## src/rtl/ibr128_block_ctrl_pkg.sv

```systemverilog
// Shared types for the IBR128 block sequencer: block width and FSM state encoding.
package ibr128_block_ctrl_pkg;

  localparam int BLOCK_W = 128;

  typedef logic [BLOCK_W-1:0] block_t;

  typedef enum logic [2:0] {
    ST_IDLE  = 3'd0,
    ST_START = 3'd1,
    ST_ARM   = 3'd2,
    ST_WAIT  = 3'd3,
    ST_OUT   = 3'd4
  } state_e;

endpackage

```

## src/rtl/ibr128_block_ctrl.sv

```systemverilog
// Initiator-side sequencer for the IBR128 core: stream in, one core operation with
// optional CBC chaining in either direction, stream out, with a completion timeout.
module ibr128_block_ctrl
  import ibr128_block_ctrl_pkg::*;
#(
  parameter int TIMEOUT_CYCLES = 4096,
  parameter int TO_W           = 13
) (
  input  logic         Clk,
  input  logic         RstN,
  input  logic         cfg_encrypt,
  input  logic         cfg_sa,
  input  logic         cfg_cbc,
  input  logic         iv_load,
  input  logic [127:0] iv_data,
  input  logic         clr_err,
  input  logic         in_valid,
  output logic         in_ready,
  input  logic [127:0] in_data,
  output logic         encrypt,
  output logic         sa,
  output logic         block_start,
  output logic [127:0] pData,
  input  logic         block_ready,
  input  logic [127:0] eData,
  output logic         out_valid,
  input  logic         out_ready,
  output logic [127:0] out_data,
  output logic         busy,
  output logic         err_timeout
);

  state_e          state_q, state_d;
  logic            enc_q, enc_d, sa_q, sa_d, cbc_q, cbc_d;
  block_t          in_reg_q, in_reg_d, pdata_q, pdata_d;
  block_t          chain_q, chain_d, out_data_q, out_data_d;
  logic [TO_W-1:0] cnt_q, cnt_d, cnt_inc;
  logic            err_q, err_d;
  logic            in_ready_q, in_ready_d, start_q, start_d;
  logic            out_valid_q, out_valid_d, busy_q, busy_d;
  logic            to_hit;
  block_t          chain_src;

  always_comb begin
    // NOTE: every _d starts from its _q (hold) so no branch below can infer a latch.
    state_d    = state_q;
    enc_d      = enc_q;
    sa_d       = sa_q;
    cbc_d      = cbc_q;
    in_reg_d   = in_reg_q;
    pdata_d    = pdata_q;
    chain_d    = chain_q;
    out_data_d = out_data_q;
    cnt_d      = cnt_q;
    cnt_inc    = cnt_q + TO_W'(1);
    to_hit     = (cnt_inc == TO_W'(TIMEOUT_CYCLES));
    // A same-cycle IV load takes effect before the accepted block is chained.
    chain_src  = iv_load ? iv_data : chain_q;
    // Timeout is applied after the clear, so a coincident timeout keeps the flag set.
    err_d      = err_q & ~clr_err;

    unique case (state_q)
      ST_IDLE: begin
        if (iv_load) chain_d = iv_data;
        if (in_valid) begin
          enc_d    = cfg_encrypt;
          sa_d     = cfg_sa;
          cbc_d    = cfg_cbc;
          in_reg_d = in_data;
          pdata_d  = (cfg_encrypt && cfg_cbc) ? (in_data ^ chain_src) : in_data;
          state_d  = ST_START;
        end
      end
      ST_START: begin
        cnt_d   = '0;
        state_d = ST_ARM;
      end
      ST_ARM: begin
        cnt_d = cnt_inc;
        if (to_hit) begin
          err_d   = 1'b1;
          state_d = ST_IDLE;
        end else if (!block_ready) begin
          state_d = ST_WAIT;
        end
      end
      ST_WAIT: begin
        cnt_d = cnt_inc;
        if (block_ready) begin
          if (cbc_q && !enc_q) begin
            out_data_d = eData ^ chain_q;
            chain_d    = in_reg_q;
          end else begin
            out_data_d = eData;
            if (cbc_q) chain_d = eData;
          end
          state_d = ST_OUT;
        end else if (to_hit) begin
          err_d   = 1'b1;
          state_d = ST_IDLE;
        end
      end
      ST_OUT: begin
        if (out_ready) state_d = ST_IDLE;
      end
      default: state_d = ST_IDLE;
    endcase

    in_ready_d  = (state_d == ST_IDLE);
    start_d     = (state_d == ST_START);
    out_valid_d = (state_d == ST_OUT);
    busy_d      = (state_d != ST_IDLE);
  end

  // NOTE: sequential state uses non-blocking assignments only, so every flop sees pre-edge values.
  always_ff @(posedge Clk or negedge RstN) begin
    if (!RstN) begin
      state_q     <= ST_IDLE;
      enc_q       <= 1'b0;
      sa_q        <= 1'b0;
      cbc_q       <= 1'b0;
      in_reg_q    <= '0;
      pdata_q     <= '0;
      chain_q     <= '0;
      out_data_q  <= '0;
      cnt_q       <= '0;
      err_q       <= 1'b0;
      in_ready_q  <= 1'b1;
      start_q     <= 1'b0;
      out_valid_q <= 1'b0;
      busy_q      <= 1'b0;
    end else begin
      state_q     <= state_d;
      enc_q       <= enc_d;
      sa_q        <= sa_d;
      cbc_q       <= cbc_d;
      in_reg_q    <= in_reg_d;
      pdata_q     <= pdata_d;
      chain_q     <= chain_d;
      out_data_q  <= out_data_d;
      cnt_q       <= cnt_d;
      err_q       <= err_d;
      in_ready_q  <= in_ready_d;
      start_q     <= start_d;
      out_valid_q <= out_valid_d;
      busy_q      <= busy_d;
    end
  end

  assign in_ready    = in_ready_q;
  assign block_start = start_q;
  assign out_valid   = out_valid_q;
  assign busy        = busy_q;
  assign err_timeout = err_q;
  assign encrypt     = enc_q;
  assign sa          = sa_q;
  assign pData       = pdata_q;
  assign out_data    = out_data_q;

endmodule

```

## config.mk

```make
export PLATFORM = sky130hd
export DESIGN_NAME = ibr128_block_ctrl
export DESIGN_NICKNAME = d
export VERILOG_FILES = /design/src/rtl/ibr128_block_ctrl_pkg.sv /design/src/rtl/ibr128_block_ctrl.sv
export SDC_FILE = /design/constraint.sdc
export NUM_CORES = 1
export LEC_CHECK = 0
export BUFFER_PORTS_ARGS = -buffer_cell sky130_fd_sc_hd__buf_2
export CORE_AREA = 8 8 252 254
export DETAILED_ROUTE_END_ITERATION = 7
export DIE_AREA = 0 0 260 262
export PLACE_DENSITY_LB_ADDON = 0.2
export SETUP_SLACK_MARGIN = 0.15
export SYNTH_ARGS = -nofsm -noshare
export SYNTH_HDL_FRONTEND = slang
export SYNTH_SLANG_ARGS = --single-unit
```

## constraint.sdc

```tcl
create_clock -name Clk -period 4.7 [get_ports Clk]
set_clock_uncertainty 0.1 [all_clocks]
set_input_delay 0.235 -clock Clk [delete_from_list [all_inputs] [get_ports Clk]]
set_output_delay 0.235 -clock Clk [all_outputs]
set_load 0.05 [all_outputs]
```

==> flow_summary_export.csv <==
group,metric,value,unit
pwr,power_switching,11800,uW
pwr,netSwitchingFraction,0.449,
worst_setup_path,ff2ff_setup_slack,1.65,ns
die,die_w,260,um
clock_tree,numCtsBuffers,60,
pwr,p_int,14500,uW
global_routing,grt_pass1_vias,24200,
synthesis,synth_top_family_by_area,"multiplexers",
place,portBuffers,656,
detailed_routing,dr.pass1.iters,5,
worst_setup_path,endpoint_kind,"register",
synthesis,syn-num-nets,2854,
global_routing,antenna_found_initial,18,
finish,area_delta_synth_final,35.8,%
sta,period_minus_slack,3.05,ns
clock_tree,cts_tree,"built",
finish,final_cell_mix,"654 x buf_2, 535 x dfrtp_1, 384 x mux2i_1, 364 x dlygate4sd3_1, 270 x nand2_1",
detailed_routing,wl_per_cell,21.3,um
synthesis,ys_ff_latch,536,
detailed_routing,drt-initial-drc-count,1349,
sta,maxSlewViolCount,0,
clock_tree,cts_resized,0,
finish,nets,3805,
finish,final_common_cell,"buf_2",
place,place_congestion,0.872,
clock_tree,cts_hold_buf,364,
job,max-cap-violations,0,
synthesis,synthSimpleGateAreaFrac,0.0815,
worst_setup_path,slowest_stage,"nor2b_1",
pwr,p_clk_frac,0.189,
synthesis,synth-xor-area-share,0.0837,
pwr,cellPowerDensity,714,nW/um^2
worst_setup_path,critPathRequiredTime,5.08,ns
min_path,hold_path_class,"in -> reg",
pwr,irDropWorstVdd,0.569,mV
clock_tree,htree_num_levels,2,
synthesis,yosysSeqAreaShare,0.497,
synthesis,synth_edf_count,0,
worst_setup_path,critical-path-max-stage-delay,0.82,ns
global_routing,grt_overflow_total,0,
die,core,59600,um^2
pwr,power_frac_comb,0.488,
min_path,min_path_cells,4,
place,dp_hpwl,59700,um
worst_setup_path,path_max_fanout,63,
die,io_pins,657,
global_routing,track_usage,0.258,
synthesis,syn-cell-area,27000,um^2
clock_tree,numClockSinks,536,
global_routing,grt_pass1_wl,139000,um
worst_setup_path,critical_path_class,"reg -> reg",
detailed_routing,wl,90700,um
synthesis,synth.avg_cell_area,11.0,um^2
synthesis,synth_cell_type_count,45,
clock_tree,root_buffer,"clkbuf_16",
synthesis,synth_mux_area_frac,0.250,
synthesis,synth_compound_area_frac,0.0563,
worst_setup_path,cp.arrival,3.43,ns
sta,timing.final.crit_share,0.649,
synthesis,yosys_warnings,0,
sta,rsz0062_at_grt,"no",
sta,setup-tns-final,0,ns
die,row_count,90,
synthesis,async_reset_ff_frac,1.00,
die,start_util,0.453,
sta,worst_slew_pin_slew,1.21,ns
pwr,pwr-share-seq,0.322,
status,status,"completed",
clock_tree,cts_buffer_depth,3,
worst_setup_path,startpoint_type,"register",
clock_tree,clkTransAtPathRegs,0.06,ns
synthesis,synth_cells,2459,
pwr,leakagePower,0.0165,uW
worst_setup_path,path_cells,"nor2b_1 -> and2_4 -> buf_12 -> mux2i_1 -> mux2_2",
die,die_h,262,um
sta,slew_headroom,0.194,
detailed_routing,ant_nets,0,
global_routing,grt_max_degree,204,
finish,drive_gt1_frac,0.306,
worst_setup_path,worst_r2r_path_depth,5,
sta,setup_violations,0,
sta,fmax,328,MHz
detailed_routing,drc,0,
finish,final_core_util,0.616,
clock_tree,postCtsSetupBuffers,0,
detailed_routing,viasPerCell,5.27,
synthesis,synthFlopType,"dfrtp_1",
die,die_area,68100,um^2
detailed_routing,num_vias,22400,
finish,stdcell_count,4255,
sta,hold_viol,0,
synthesis,synth_fa_ha_area_frac,0.000463,
place,place_inst,3766,
clock_tree,clock_latency,0.60,ns
[sequential cells by signal, summed over array words and instances (netlist names), 3 cells and up]
signal and count:
chain_q 128, out_data 128, cnt_q 13, in_reg_q 128, state_q 3, pData 128
[synth_stat cells, types with 2 or more instances]
library cell	instances	area (um^2)
buf_2	91	455
mux2_2	259	2920
a21oi_1	129	646
o31ai_1	5	37.5
a31oi_1	3	18.8
a21o_1	2	15.0
clkbuf_1	45	169
o21ai_0	144	721
xor2_1	130	1140
nand4_1	5	31.3
nand3_1	4	20.0
and4_1	2	17.5
mux2i_1	384	3840
o211ai_1	2	15.0
nor4_1	2	12.5
inv_1	2	7.51
nor2b_1	2	12.5
o22ai_1	2	12.5
xnor2_1	128	1120
nand2_1	271	1020
buf_6	14	158
nor2_1	264	991
buf_1	13	48.8
dfrtp_1	535	13400
[metal layers]
layer  wire, um  share of wire  GRT usage  vias to the layer above
met5         23        0.00025          0                        -
met1      35500           0.39      0.308                    11100
met3       5590          0.062     0.0546                      269
met4       4840          0.053      0.134                        4
li1           -              -          -                    10300
met2      44800           0.49      0.435                      799
[area by class of cell]
class                   count  area (um^2)
well taps                 782          978
fillers                  4697        22900
clock buffers              87         1760
inverters                   2         7.51
multi-input cells        1758        12800
clock inverters            23          323
diodes                     15         37.5
repair buffers           1052         7360
flip-flops and latches    536        13400
[final timing paths]
path                              start       endpoint
max                          state_q[1]    chain_q[39]
min                         iv_data[52]    chain_q[52]
max reg2reg                  state_q[1]    chain_q[39]
min reg2reg                out_data[63]   out_data[63]
max in group asynchronous          RstN  in_reg_q[119]
min in group asynchronous          RstN    chain_q[38]
[through the flow]
stage | setup slack, ns | power [uW] | hold WS (ns) | instance area [um^2]
5_1_grt | 1.47 | 27600 | 0.00820 | 36700
2_1_floorplan | 2.67 | 17600 | -0.161 | 27000
3_5_place_dp | 1.73 | 21000 | 0.214 | 30900
6_report | 1.65 | 26200 | 0.0248 | 36700
3_3_place_gp | 1.86 | 20600 | 0.208 | 30900
4_1_cts | 1.71 | 26300 | 0.000113 | 36700
[power by group through the flow]
| stage | sequential, uW | clock [uW] | combinational (uW) |
|---|---|---|---|
| 2_1_floorplan | 11700 | 0 | 5990 |
| 3_5_place_dp | 8460 | 0 | 12500 |
| 5_1_grt | 8700 | 5250 | 13700 |
| 4_1_cts | 8410 | 5070 | 12800 |
| 3_3_place_gp | 8350 | 0 | 12300 |
| 6_report | 8440 | 4970 | 12800 |
[critical path: cells and delay by family, from the launching register on]
kind,cells,cell delay (ns)
and+or+nand+nor,2,1.31
muxes,2,0.50
buffers and inverters,1,0.39
DFF,1,0.44
[logic make-up (layout without fill, tap and decap cells)]
logic type | after synthesis | after routing
other | 0 | 15
AOI/OAI and AO/OA | 293 | 293
and+or+nand+nor | 563 | 563
xor gates and xnor gates | 258 | 258
DFF | 536 | 536
buffers and inverters | 165 | 1164
adders and majority gates | 1 | 1
muxes | 643 | 643
(Power assumes the default switching activity.)
